<file path="src/rtl/demux_pkg.sv">
// demux_pkg: shared constants and types for the 1-to-2 byte stream demux.
//   DATA_W      byte width of every stream
//   CH1 / CH2   in_select encodings for the two downstream channels
//   IDLE_DATA   value shown on an empty channel's data output
//   chan_state_e  per-channel occupancy state (EMPTY -> PARTIAL -> FULL)
package demux_pkg;

  localparam int DATA_W = 8;

  localparam logic CH1 = 1'b0;
  localparam logic CH2 = 1'b1;

  localparam logic [DATA_W-1:0] IDLE_DATA = 8'h00;

  typedef enum logic [1:0] {
    ST_EMPTY   = 2'd0,
    ST_PARTIAL = 2'd1,
    ST_FULL    = 2'd2
  } chan_state_e;

  // Occupancy-to-state mapping shared by every channel FIFO.
  function automatic chan_state_e occ_to_state(input int occ, input int depth);
    chan_state_e st;
    if (occ == 0) begin
      st = ST_EMPTY;
    end else if (occ >= depth) begin
      st = ST_FULL;
    end else begin
      st = ST_PARTIAL;
    end
    return st;
  endfunction

endpackage

</file>
<file path="src/rtl/demux_chan_fifo.sv">
// demux_chan_fifo: synchronous FIFO for one demux output channel.
// Ports:
//   clk, reset  rising-edge clock, synchronous active-high reset
//   push, din   write din when not full
//   pop         remove head entry when not empty
//   dout        head entry, IDLE_DATA when empty
//   full, empty occupancy flags, both derived from the registered state
// DEPTH must be a power of two (>= 2) so the pointers wrap naturally.
module demux_chan_fifo
  import demux_pkg::*;
#(
  parameter int DEPTH = 2
) (
  input  logic              clk,
  input  logic              reset,
  input  logic              push,
  input  logic              pop,
  input  logic [DATA_W-1:0] din,
  output logic [DATA_W-1:0] dout,
  output logic              full,
  output logic              empty
);

  localparam int PTR_W = $clog2(DEPTH);
  localparam int OCC_W = $clog2(DEPTH) + 1;

  logic [DATA_W-1:0] mem_q [DEPTH];
  logic [DATA_W-1:0] mem_d [DEPTH];
  logic [PTR_W-1:0]  wr_ptr_q, wr_ptr_d;
  logic [PTR_W-1:0]  rd_ptr_q, rd_ptr_d;
  logic [OCC_W-1:0]  occ_q, occ_d;
  chan_state_e       state_q, state_d;
  logic              push_ok;
  logic              pop_ok;

  // Next-state: guard push/pop by the registered state, then update pointers and occupancy.
  always_comb begin
    push_ok  = push & (state_q != ST_FULL);
    pop_ok   = pop & (state_q != ST_EMPTY);
    mem_d    = mem_q;
    wr_ptr_d = wr_ptr_q;
    rd_ptr_d = rd_ptr_q;
    occ_d    = occ_q;
    if (push_ok) begin
      mem_d[wr_ptr_q] = din;
      wr_ptr_d        = wr_ptr_q + {{(PTR_W-1){1'b0}}, 1'b1};
    end else begin
      wr_ptr_d = wr_ptr_q;
    end
    if (pop_ok) begin
      rd_ptr_d = rd_ptr_q + {{(PTR_W-1){1'b0}}, 1'b1};
    end else begin
      rd_ptr_d = rd_ptr_q;
    end
    // Push+pop together leaves occupancy unchanged.
    case ({push_ok, pop_ok})
      2'b10:   occ_d = occ_q + {{(OCC_W-1){1'b0}}, 1'b1};
      2'b01:   occ_d = occ_q - {{(OCC_W-1){1'b0}}, 1'b1};
      default: occ_d = occ_q;
    endcase
    state_d = occ_to_state(int'(occ_d), DEPTH);
  end

  // State registers: occupancy FSM, pointers and storage.
  always_ff @(posedge clk) begin
    if (reset) begin
      state_q  <= ST_EMPTY;
      occ_q    <= '0;
      wr_ptr_q <= '0;
      rd_ptr_q <= '0;
      for (int i = 0; i < DEPTH; i++) begin
        mem_q[i] <= IDLE_DATA;
      end
    end else begin
      state_q  <= state_d;
      occ_q    <= occ_d;
      wr_ptr_q <= wr_ptr_d;
      rd_ptr_q <= rd_ptr_d;
      mem_q    <= mem_d;
    end
  end

  // Head byte: forced to IDLE_DATA when nothing is buffered so stale bytes never show.
  always_comb begin
    if (state_q == ST_EMPTY) begin
      dout = IDLE_DATA;
    end else begin
      dout = mem_q[rd_ptr_q];
    end
  end

  assign full  = (state_q == ST_FULL);
  assign empty = (state_q == ST_EMPTY);

endmodule

</file>
<file path="src/rtl/demux8bit_1to2_stream.sv">
// demux8bit_1to2_stream: registered 1-to-2 byte demultiplexer with valid/ready.
// Each byte is steered by in_select (CH1/CH2) into a per-channel FIFO, so a
// stalled channel never blocks traffic for the other one.
// Ports:
//   clk, reset                       rising-edge clock, synchronous active-high reset
//   in_data/in_select/in_valid/in_ready   upstream stream and per-byte route
//   out1_data/out1_valid/out1_ready  channel 1 stream
//   out2_data/out2_valid/out2_ready  channel 2 stream
//   out1_count/out2_count            accepted-push counters (only with DEMUX_STATS_EN)
// Optional feature macro: DEMUX_STATS_EN (adds CNT_WIDTH-bit wrapping push counters).
module demux8bit_1to2_stream
  import demux_pkg::*;
#(
  parameter int DEPTH = 2
`ifdef DEMUX_STATS_EN
  , parameter int CNT_WIDTH = 16
`endif
) (
  input  logic              clk,
  input  logic              reset,
  input  logic [DATA_W-1:0] in_data,
  input  logic              in_select,
  input  logic              in_valid,
  output logic              in_ready,
  output logic [DATA_W-1:0] out1_data,
  output logic              out1_valid,
  input  logic              out1_ready,
  output logic [DATA_W-1:0] out2_data,
  output logic              out2_valid,
  input  logic              out2_ready
`ifdef DEMUX_STATS_EN
  , output logic [CNT_WIDTH-1:0] out1_count
  , output logic [CNT_WIDTH-1:0] out2_count
`endif
);

  logic full1, full2;
  logic empty1, empty2;
  logic push1, push2;
  logic pop1, pop2;

  // Select decode: ready only looks at the selected channel's registered full flag.
  always_comb begin
    if (in_select == CH2) begin
      in_ready = ~reset & ~full2;
    end else begin
      in_ready = ~reset & ~full1;
    end
    push1 = in_valid & in_ready & (in_select == CH1);
    push2 = in_valid & in_ready & (in_select == CH2);
    pop1  = out1_ready & ~empty1;
    pop2  = out2_ready & ~empty2;
  end

  demux_chan_fifo #(.DEPTH(DEPTH)) u_fifo1 (
    .clk   (clk),
    .reset (reset),
    .push  (push1),
    .pop   (pop1),
    .din   (in_data),
    .dout  (out1_data),
    .full  (full1),
    .empty (empty1)
  );

  demux_chan_fifo #(.DEPTH(DEPTH)) u_fifo2 (
    .clk   (clk),
    .reset (reset),
    .push  (push2),
    .pop   (pop2),
    .din   (in_data),
    .dout  (out2_data),
    .full  (full2),
    .empty (empty2)
  );

  assign out1_valid = ~empty1;
  assign out2_valid = ~empty2;

`ifdef DEMUX_STATS_EN
  logic [CNT_WIDTH-1:0] cnt1_q, cnt1_d;
  logic [CNT_WIDTH-1:0] cnt2_q, cnt2_d;

  // Counter next-state: +1 per accepted push, natural wrap at all-ones.
  always_comb begin
    if (push1) begin
      cnt1_d = cnt1_q + {{(CNT_WIDTH-1){1'b0}}, 1'b1};
    end else begin
      cnt1_d = cnt1_q;
    end
    if (push2) begin
      cnt2_d = cnt2_q + {{(CNT_WIDTH-1){1'b0}}, 1'b1};
    end else begin
      cnt2_d = cnt2_q;
    end
  end

  // Counter registers.
  always_ff @(posedge clk) begin
    if (reset) begin
      cnt1_q <= '0;
      cnt2_q <= '0;
    end else begin
      cnt1_q <= cnt1_d;
      cnt2_q <= cnt2_d;
    end
  end

  assign out1_count = cnt1_q;
  assign out2_count = cnt2_q;
`endif

endmodule

</file>
<file path="config.mk">
export PLATFORM = sky130hd
export DESIGN_NAME = demux8bit_1to2_stream
export DESIGN_NICKNAME = d
export VERILOG_FILES = /design/src/rtl/demux_pkg.sv /design/src/rtl/demux_chan_fifo.sv /design/src/rtl/demux8bit_1to2_stream.sv
export SDC_FILE = /design/constraint.sdc
export NUM_CORES = 1
export LEC_CHECK = 0
export CAP_MARGIN = 20
export CORE_MARGIN = 5
export CORE_UTILIZATION = 57
export DETAILED_ROUTE_END_ITERATION = 7
export MAX_ROUTING_LAYER = met4
export PLACE_DENSITY = 0.84
export SLEW_MARGIN = 10
export SYNTH_ARGS = -nofsm -noshare
export SYNTH_HDL_FRONTEND = slang
export SYNTH_HIERARCHICAL = 1
export SYNTH_SLANG_ARGS = --single-unit
export TNS_END_PERCENT = 100
</file>
<file path="constraint.sdc">
create_clock -name clk -period 3.4 [get_ports clk]
set_input_delay 0.68 -clock clk [delete_from_list [all_inputs] [get_ports clk]]
set_output_delay 0.68 -clock clk [all_outputs]
set_load 0.05 [all_outputs]
</file>
==> results.cfg, run 1 <==
[min_path]
min_path_type = register to register

[finish]
diodes = 0
instances_no_fill = 322
fillers = 301
final_area_um2 = 2590
syn_to_final_growth_pct = 21.3
fin_util = 0.713
fin_nets = 289
drive_gt1_frac = 0.0511

[synthesis]
synth-seq-cells = 44
synthCells = 241
synth_area_um2 = 2140
ys_seq_area_frac = 0.412
syn_avg_cell_area_um2 = 8.87
synth_cell_type_count = 23
synth_nets = 257
ys_warn_count = 6

[worst_setup_path]
start_kind = register
required_ns = 2.72
critPathMaxStageDelay_ns = 0.82
crit_fanout = 9
crit_chain = mux2i_1 > nor2_1 > clkdlybuf4s50_1
path_class = register to primary output
cp_slowest_cell = clkdlybuf4s50_1
r2r_slack_ns = 0.91
worst_setup_path_end_kind = primary output
arrival_ns = 2.10

[global_routing]
track_usage = 0.189
grt_overflow = 0
antenna_found_initial = 0
grt_start_max_net_pins = 61
grt_pass1_vias = 1606
grt_pass1_wl_um = 7450

[power]
leakage_nw = 0.997
vdd_ir_drop_max_mv = 0.279
p_total_uw = 985
power_density_nw_per_um2 = 380

[clock_tree]
insertion_delay_ns = 0.29
cts_tree = done
cts_setup_buffers = 0
clock_path_buffers = 2
ctsResizeCount = 0
cts_root_buf = clkbuf_8
clkSinkCount = 44
numCtsBuffers = 5
path_clk_slew_ns = 0.08
hold_buffers = 0
htreeDepth = 2

[run]
drv_cap = 0

[floorplan]
io_pins = 33
die_w_um = 71.2
num_rows = 22
chipHeight_um = 71.2
die-area_um2 = 5070
coreArea_um2 = 3630
start_util = 0.588

[placed_design]
place_inst = 314
io_buffers = 32
dp_hpwl_um = 3040
placed_area_um2 = 2500
place.gp.congestion = 0.748

[sta]
finalSetupViolCount = 0
finalMaxSlewViolations = 0
max_freq_mhz = 360
tns_ns = 0
relSlewSlack = 0.581
skew_ns = 0.00649
hold_viol_final = 0
rsz0062_at_grt = no
timing.final.crit_period_ns = 2.78
min_period_over_period = 0.816
worst_slew_pin_slew_ns = 0.626

[status]
status = finished, final reports clean

[drt]
detail_route.wl_per_cell_um = 13.9
drc_errors = 0
dr_total_vias = 1693
dr.first_iter.drc_count = 158
vias_per_cell = 5.26
first_pass_iters = 4
routed_wl_um = 4470
ant_nets = 0
==> state kept, by name, indices dropped and copies added, names as in the netlist <==
name	flops
u_fifo2/rd_ptr_q	1
u_fifo1/state_q	2
u_fifo1/rd_ptr_q	1
u_fifo1/occ_q	2
u_fifo2/state_q	2
u_fifo2/occ_q	2
u_fifo2/wr_ptr_q	1
u_fifo2/mem_q	16
u_fifo1/wr_ptr_q	1
u_fifo1/mem_q	16
==> cells in the mapped netlist <==
| master | instances | area, um2 |
|---|---|---|
| xor2_1 | 6 | 52.6 |
| nand2b_1 | 38 | 238 |
| mux2i_1 | 32 | 320 |
| buf_2 | 2 | 10.0 |
| a21oi_1 | 8 | 40.0 |
| nand2b_4 | 1 | 13.8 |
| nor2_1 | 22 | 82.6 |
| dfxtp_1 | 44 | 881 |
| a211oi_1 | 1 | 7.51 |
| nor3_1 | 1 | 5.00 |
| or3_1 | 2 | 12.5 |
| inv_1 | 6 | 22.5 |
| nand3b_1 | 2 | 15.0 |
| clkinv_1 | 2 | 7.51 |
| ha_1 | 2 | 25.0 |
| nand3_2 | 2 | 20.0 |
| nor2b_1 | 19 | 119 |
| or3_2 | 2 | 15.0 |
| nor3b_2 | 1 | 12.5 |
| nand2_1 | 2 | 7.51 |
| clkbuf_1 | 6 | 22.5 |
| o21ai_0 | 38 | 190 |
| xnor2_1 | 2 | 17.5 |
==> logic make-up (layout without fill, tap and decap cells) <==
family | after synthesis | count (layout) | synth area share
multiplexers | 32 | 32 | 0.150
AND/OR/NAND/NOR | 92 | 92 | 0.253
XOR/XNOR | 8 | 8 | 0.0328
flip-flops | 44 | 44 | 0.412
buffers and inverters | 16 | 49 | 0.0293
adder cells (fa/ha/maj) | 2 | 2 | 0.0117
AO/OA/AOI/OAI | 47 | 47 | 0.111
==> cell type report <==
| type | count | area (um2) | area share |
|---|---|---|---|
| clock buffer | 8 | 90.1 | 0.0347 |
| multi-input combinational | 181 | 1190 | 0.460 |
| timing repair buffer | 33 | 338 | 0.130 |
| tap | 48 | 60.1 | 0.0232 |
| inverter | 8 | 30.0 | 0.0116 |
| sequential | 44 | 881 | 0.340 |
==> per-layer routing <==
layer	part of all wire	GRT usage	wire [um]
met2	0.48	0.289	2130
met4	0.015	0.0814	69
met3	0.034	0.0323	153
met5	0	-	0
met1	0.47	0.246	2130
==> cell usage in the layout, fill, tap and decap left out, types with 2 or more instances in the layout <==
cell type	instances
nor2_1	22
clkbuf_8	6
nand2_1	2
or3_1	2
clkdlybuf4s50_1	31
nand3b_1	2
nor2b_1	19
dfxtp_1	44
xor2_1	6
nand3_2	2
a21oi_1	8
clkbuf_1	2
clkinv_1	2
nand2b_1	38
o21ai_0	38
or3_2	2
inv_1	6
xnor2_1	2
ha_1	2
mux2i_1	32
==> critical path, delay by kind of cell (launching register included) <==
family | cells | cell delay (ns)
flip-flops | 1 | 0.68
AND/OR/NAND/NOR | 1 | 0.15
buffers and inverters | 1 | 0.82
multiplexers | 1 | 0.14
==> stage by stage <==
stage	worst slack [ns]	hold slack, ns
finish	0.625	0.480
global route	0.488	0.500
CTS	0.631	0.481
detailed placement	0.581	0.468
global placement	0.624	0.464
floorplan	0.726	0.452
==> report_power, final <==
group | internal, mW | switching (mW)
registers | 0.528 | 0.00895
logic | 0.0498 | 0.0613
clock network | 0.166 | 0.171
==> worst paths after layout <==
kind                                         start            endpoint  cells past startpoint
worst max-delay path              u_fifo2/rd_ptr_q        out2_data[1]                      3
worst min-delay path              u_fifo1/mem_q[1]    u_fifo1/mem_q[1]                      2
worst max register to register  u_fifo1/state_q[0]  u_fifo1/state_q[0]                      7
worst min register to register    u_fifo1/mem_q[1]    u_fifo1/mem_q[1]                      2
(Power assumes the default switching activity.)
==> run 2, diff against run 1 <==
--- a/config.mk
+++ b/config.mk
@@ -7,10 +7,10 @@
 export LEC_CHECK = 0
 export CAP_MARGIN = 20
 export CORE_MARGIN = 5
-export CORE_UTILIZATION = 57
+export CORE_UTILIZATION = 53
 export DETAILED_ROUTE_END_ITERATION = 7
 export MAX_ROUTING_LAYER = met4
-export PLACE_DENSITY = 0.84
+export PLACE_DENSITY = 0.79
 export SLEW_MARGIN = 10
 export SYNTH_ARGS = -nofsm -noshare
 export SYNTH_HDL_FRONTEND = slang
==> constraint.sdc (replaced) <==
create_clock -name clk -period 2.9 [get_ports clk]
set_input_delay 0.58 -clock clk [delete_from_list [all_inputs] [get_ports clk]]
set_output_delay 0.58 -clock clk [all_outputs]
set_load 0.05 [all_outputs]
==> results.cfg, run 2 (same netlist as run 1, synthesis figures left out) <==
[power]
pwr-share-clk = 0.310
p_total_mw = 1.10
seqPwrFrac = 0.571
p_int_uw = 836
power_density_nw_per_um2 = 425
switching_share = 0.242
leakage_nw = 1.00
vdd_ir_drop_max_mv = 0.407
p_switching_uw = 267
pwr-share-comb = 0.119

[drt]
dr_total_vias = 1708
dr.first_iter.drc_count = 96
detail_route.wl_per_cell_um = 13.1
routed_wl_um = 4240
drc_errors = 0
ant_nets = 0
vias_per_cell = 5.27
first_pass_iters = 4

[worst_setup_path]
r2r_slack_ns = 0.66
crit_fanout = 9
crit_start = u_fifo2/rd_ptr_q
arrival_ns = 2.09
critPathMaxStageDelay_ns = 0.83
crit_buf_inv = 1
cp-endpoint = out2_data[3]
start_kind = register
r2r_cells = 7
cp.depth = 3
path_class = register to primary output
crit_chain = mux2i_1 > nor2_1 > clkdlybuf4s50_1
r2r-start = u_fifo1/state_q[0]
cp_slowest_cell = clkdlybuf4s50_1
cp_top_family = buffers and inverters
required_ns = 2.32
worst_setup_path_end_kind = primary output
rr_endpoint = u_fifo1/state_q[0]

[finish]
mostFrequentLayoutCell = dfxtp_1
largest_registers = u_fifo1/mem_q: 16 flops, u_fifo2/mem_q: 16 flops
fin_nets = 292
instances_no_fill = 324
fillers = 333
drive_gt1_frac = 0.0584
diodes = 0
mostFrequentLayoutCells = dfxtp_1, o21ai_0, nand2b_1
syn_to_final_growth_pct = 21.5
final_area_um2 = 2600

[min_path]
whs_path_depth = 2
min_path_type = register to register

[clock_tree]
numCtsBuffers = 5
path_clk_slew_ns = 0.07
clkSinkCount = 44
hold_buffers = 0
clock_path_buffers = 2
cts_root_buf = clkbuf_8
ctsResizeCount = 0
insertion_delay_ns = 0.30
cts_tree = done
htreeDepth = 2
cts_setup_buffers = 0

[floorplan]
io_pins = 33
start_util = 0.542
die_w_um = 73.5
die-area_um2 = 5400
chipHeight_um = 73.5
num_rows = 23
coreArea_um2 = 3940

[sta]
hold_viol_final = 0
rsz0062_at_grt = no
min_period_over_period = 0.921
max_freq_mhz = 375
relSlewSlack = 0.593
worst_slew_pin_slew_ns = 0.608
tns_ns = 0
finalSetupViolCount = 0
timing.final.crit_period_ns = 2.67
skew_ns = 0.00580
finalMaxSlewViolations = 0

[placed_design]
placed_area_um2 = 2530
io_buffers = 32
dp_hpwl_um = 3000
place.gp.congestion = 0.704
place_inst = 319

[global_routing]
grt_pass1_wl_um = 7270
antenna_found_initial = 0
track_usage = 0.180
grt_pass1_vias = 1585
grt_overflow = 0
grt_start_max_net_pins = 61

[run]
drv_cap = 0

[status]
status = finished, final reports clean
-- run 2: changes by cell type in the layout (fill, tap and decap cells not counted) --
cell	previous run	this run
clkbuf_1	2	0
clkbuf_8	6	5
buf_4	1	4
-- run 2: worst min-delay path, delay by kind of cell, from the launching register on --
kind / cells / cell delay (ns)
multiplexers: 1 / 0.06
AND/OR/NAND/NOR: 1 / 0.06
flip-flops: 1 / 0.31
-- run 2: cell type report --
cell class / instances / area (um2) / area share
Clock buffer: 5 / 68.8 / 0.0265
Sequential cell: 44 / 881 / 0.339
Multi-Input combinational cell: 181 / 1190 / 0.460
Timing Repair Buffer: 36 / 360 / 0.139
Inverter: 8 / 30.0 / 0.0116
Tap cell: 50 / 62.6 / 0.0241
-- run 2: power by group through the flow --
stage	sequential, mW	combinational, mW	clock, mW
3_3_place_gp	0.643	0.131	0
3_5_place_dp	0.644	0.133	0
4_1_cts	0.630	0.133	0.353
2_1_floorplan	0.640	0.0834	0
6_report	0.630	0.132	0.342
5_1_grt	0.632	0.145	0.383
-- run 2: through the flow --
| step | hold slack [ns] | util | setup WS (ns) |
|---|---|---|---|
| after CTS | 0.481 | 0.659 | 0.214 |
| final | 0.477 | 0.659 | 0.230 |
| after floorplan | 0.452 | - | 0.326 |
| after global placement | 0.465 | 0.641 | 0.450 |
| after global routing | 0.495 | 0.659 | 0.142 |
| after detailed placement | 0.469 | 0.641 | 0.408 |
-- run 2: routing by layer --
layer	GRT usage	up-vias	part of all wire
met5	-	-	0
met4	0.0604	0	0.014
met3	0.0561	6	0.046
met2	0.273	27	0.48
met1	0.227	797	0.46
li1	-	878	-
-- run 2: how the worst min path moves through the flow --
stage          slack, ns               end             start
2_1_floorplan       0.45  u_fifo1/mem_q[0]  u_fifo1/mem_q[0]
4_1_cts             0.48  u_fifo2/mem_q[0]  u_fifo2/mem_q[0]
5_1_grt             0.50  u_fifo2/mem_q[0]  u_fifo2/mem_q[0]
6_report            0.48  u_fifo2/mem_q[0]  u_fifo2/mem_q[0]
3_3_place_gp        0.47  u_fifo2/mem_q[2]  u_fifo2/mem_q[2]
3_5_place_dp        0.47  u_fifo2/mem_q[0]  u_fifo2/mem_q[0]
==> run 3, diff against run 2 <==
--- a/config.mk
+++ b/config.mk
@@ -6,7 +6,8 @@
 export NUM_CORES = 1
 export LEC_CHECK = 0
 export CAP_MARGIN = 20
-export CORE_MARGIN = 5
+export CORE_ASPECT_RATIO = 1.75
+export CORE_MARGIN = 2
 export CORE_UTILIZATION = 53
 export DETAILED_ROUTE_END_ITERATION = 7
 export MAX_ROUTING_LAYER = met4
==> results.cfg, run 3 (same netlist as run 1, synthesis figures left out) <==
[status]
status = finished, final reports clean

[worst_setup_path]
critPathMaxStageDelay_ns = 0.81
worst_setup_path_end_kind = primary output
cp.depth = 3
cp_top_family = buffers and inverters
crit_start = u_fifo2/rd_ptr_q
cp_slowest_cell = clkdlybuf4s50_1
path_class = register to primary output
rr_endpoint = u_fifo2/state_q[0]
crit_fanout = 9
crit_chain = mux2i_1 > nor2_1 > clkdlybuf4s50_1
r2r_slack_ns = 0.53
r2r_cells = 7
r2r-start = u_fifo2/state_q[0]
crit_buf_inv = 1
arrival_ns = 2.13
start_kind = register
required_ns = 2.32
cp-endpoint = out2_data[6]

[sta]
min_period_over_period = 0.935
worst_slew_pin_slew_ns = 0.567
finalMaxSlewViolations = 0
timing.final.crit_period_ns = 2.71
tns_ns = 0
finalSetupViolCount = 0
rsz0062_at_grt = no
skew_ns = 0.0103
max_freq_mhz = 369
relSlewSlack = 0.622
hold_viol_final = 0

[min_path]
min_path_type = register to register

[finish]
largest_registers = u_fifo1/mem_q: 16 flops, u_fifo2/mem_q: 16 flops
mostFrequentLayoutCell = dfxtp_1
diodes = 0
fillers = 323
mostFrequentLayoutCells = dfxtp_1, o21ai_0, nand2b_1
syn_to_final_growth_pct = 23.4
instances_no_fill = 325
fin_nets = 292
final_area_um2 = 2640
drive_gt1_frac = 0.0686

[global_routing]
grt_overflow = 0
grt_start_max_net_pins = 61
grt_pass1_vias = 1619
grt_pass1_wl_um = 7120
antenna_found_initial = 0
track_usage = 0.210

[clock_tree]
cts_tree = done
ctsResizeCount = 0
numCtsBuffers = 5
insertion_delay_ns = 0.29
hold_buffers = 0
htreeDepth = 2
clock_path_buffers = 2
path_clk_slew_ns = 0.08
clkSinkCount = 44
cts_setup_buffers = 0
cts_root_buf = clkbuf_8

[power]
vdd_ir_drop_max_mv = 0.549
leakage_nw = 1.02
power_density_nw_per_um2 = 462
p_total_mw = 1.22

[drt]
ant_nets = 0
dr.first_iter.drc_count = 31
first_pass_iters = 4
vias_per_cell = 5.23
drc_errors = 0
routed_wl_um = 4260
dr_total_vias = 1701
detail_route.wl_per_cell_um = 13.1

[floorplan]
num_rows = 30
die-area_um2 = 4580
io_pins = 33
chipHeight_um = 88
start_util = 0.553
die_w_um = 52
coreArea_um2 = 3870

[placed_design]
placed_area_um2 = 2520
io_buffers = 32
place.gp.congestion = 0.789
place_inst = 317
dp_hpwl_um = 3060

[run]
drv_cap = 0
==> run 3: cell count changes in the layout (fill, tap and decap cells not counted) <==
cell        change
clkinv_2        +1
clkinvlp_4      +1
bufinv_16       +1
==> run 3: report_power, final <==
group	switching, mW	internal [mW]
registers	0.0104	0.619
logic	0.0712	0.0615
clock network	0.201	0.255
total	0.283	0.936
==> run 3: final cells by class <==
cell class / count / area (um2) / area share
Timing Repair Buffer: 36 / 360 / 0.137
Inverter: 8 / 30.0 / 0.0114
Tap cell: 48 / 60.1 / 0.0228
Clock inverter: 3 / 42.5 / 0.0161
Clock buffer: 5 / 68.8 / 0.0261
Multi-Input combinational cell: 181 / 1190 / 0.453
Sequential cell: 44 / 881 / 0.334
==> run 3: tightest hold or removal path: cells and delay by family (launching register included) <==
family / cells / cell delay [ns]
mux: 1 / 0.06
simple gates: 1 / 0.06
flops: 1 / 0.32
==> run 3: how the worst min path moves through the flow <==
stage | from | to | slack [ns] | cells after the start
floorplan | u_fifo1/mem_q[0] | u_fifo1/mem_q[0] | 0.45 | 2
global placement | u_fifo2/mem_q[0] | u_fifo2/mem_q[0] | 0.46 | 2
detailed placement | u_fifo2/mem_q[1] | u_fifo2/mem_q[1] | 0.47 | 2
CTS | u_fifo2/mem_q[5] | u_fifo2/mem_q[5] | 0.48 | 2
global route | u_fifo1/mem_q[6] | u_fifo1/mem_q[6] | 0.50 | 2
finish | u_fifo2/mem_q[5] | u_fifo2/mem_q[5] | 0.48 | 2
==> run 3: stage by stage <==
step            util  worst slack [ns]  hold slack [ns]
2_1_floorplan      -             0.326            0.452
3_3_place_gp   0.653             0.295            0.463
3_5_place_dp   0.653             0.244            0.468
4_1_cts        0.682             0.181            0.483
5_1_grt        0.682            0.0752            0.498
6_report       0.682             0.189            0.482
==> run 3: per-layer routing <==
metal | wire [um] | track usage
met5 | 0 | -
met4 | 108 | 0.100
met3 | 163 | 0.0410
met2 | 2200 | 0.349
met1 | 1780 | 0.236
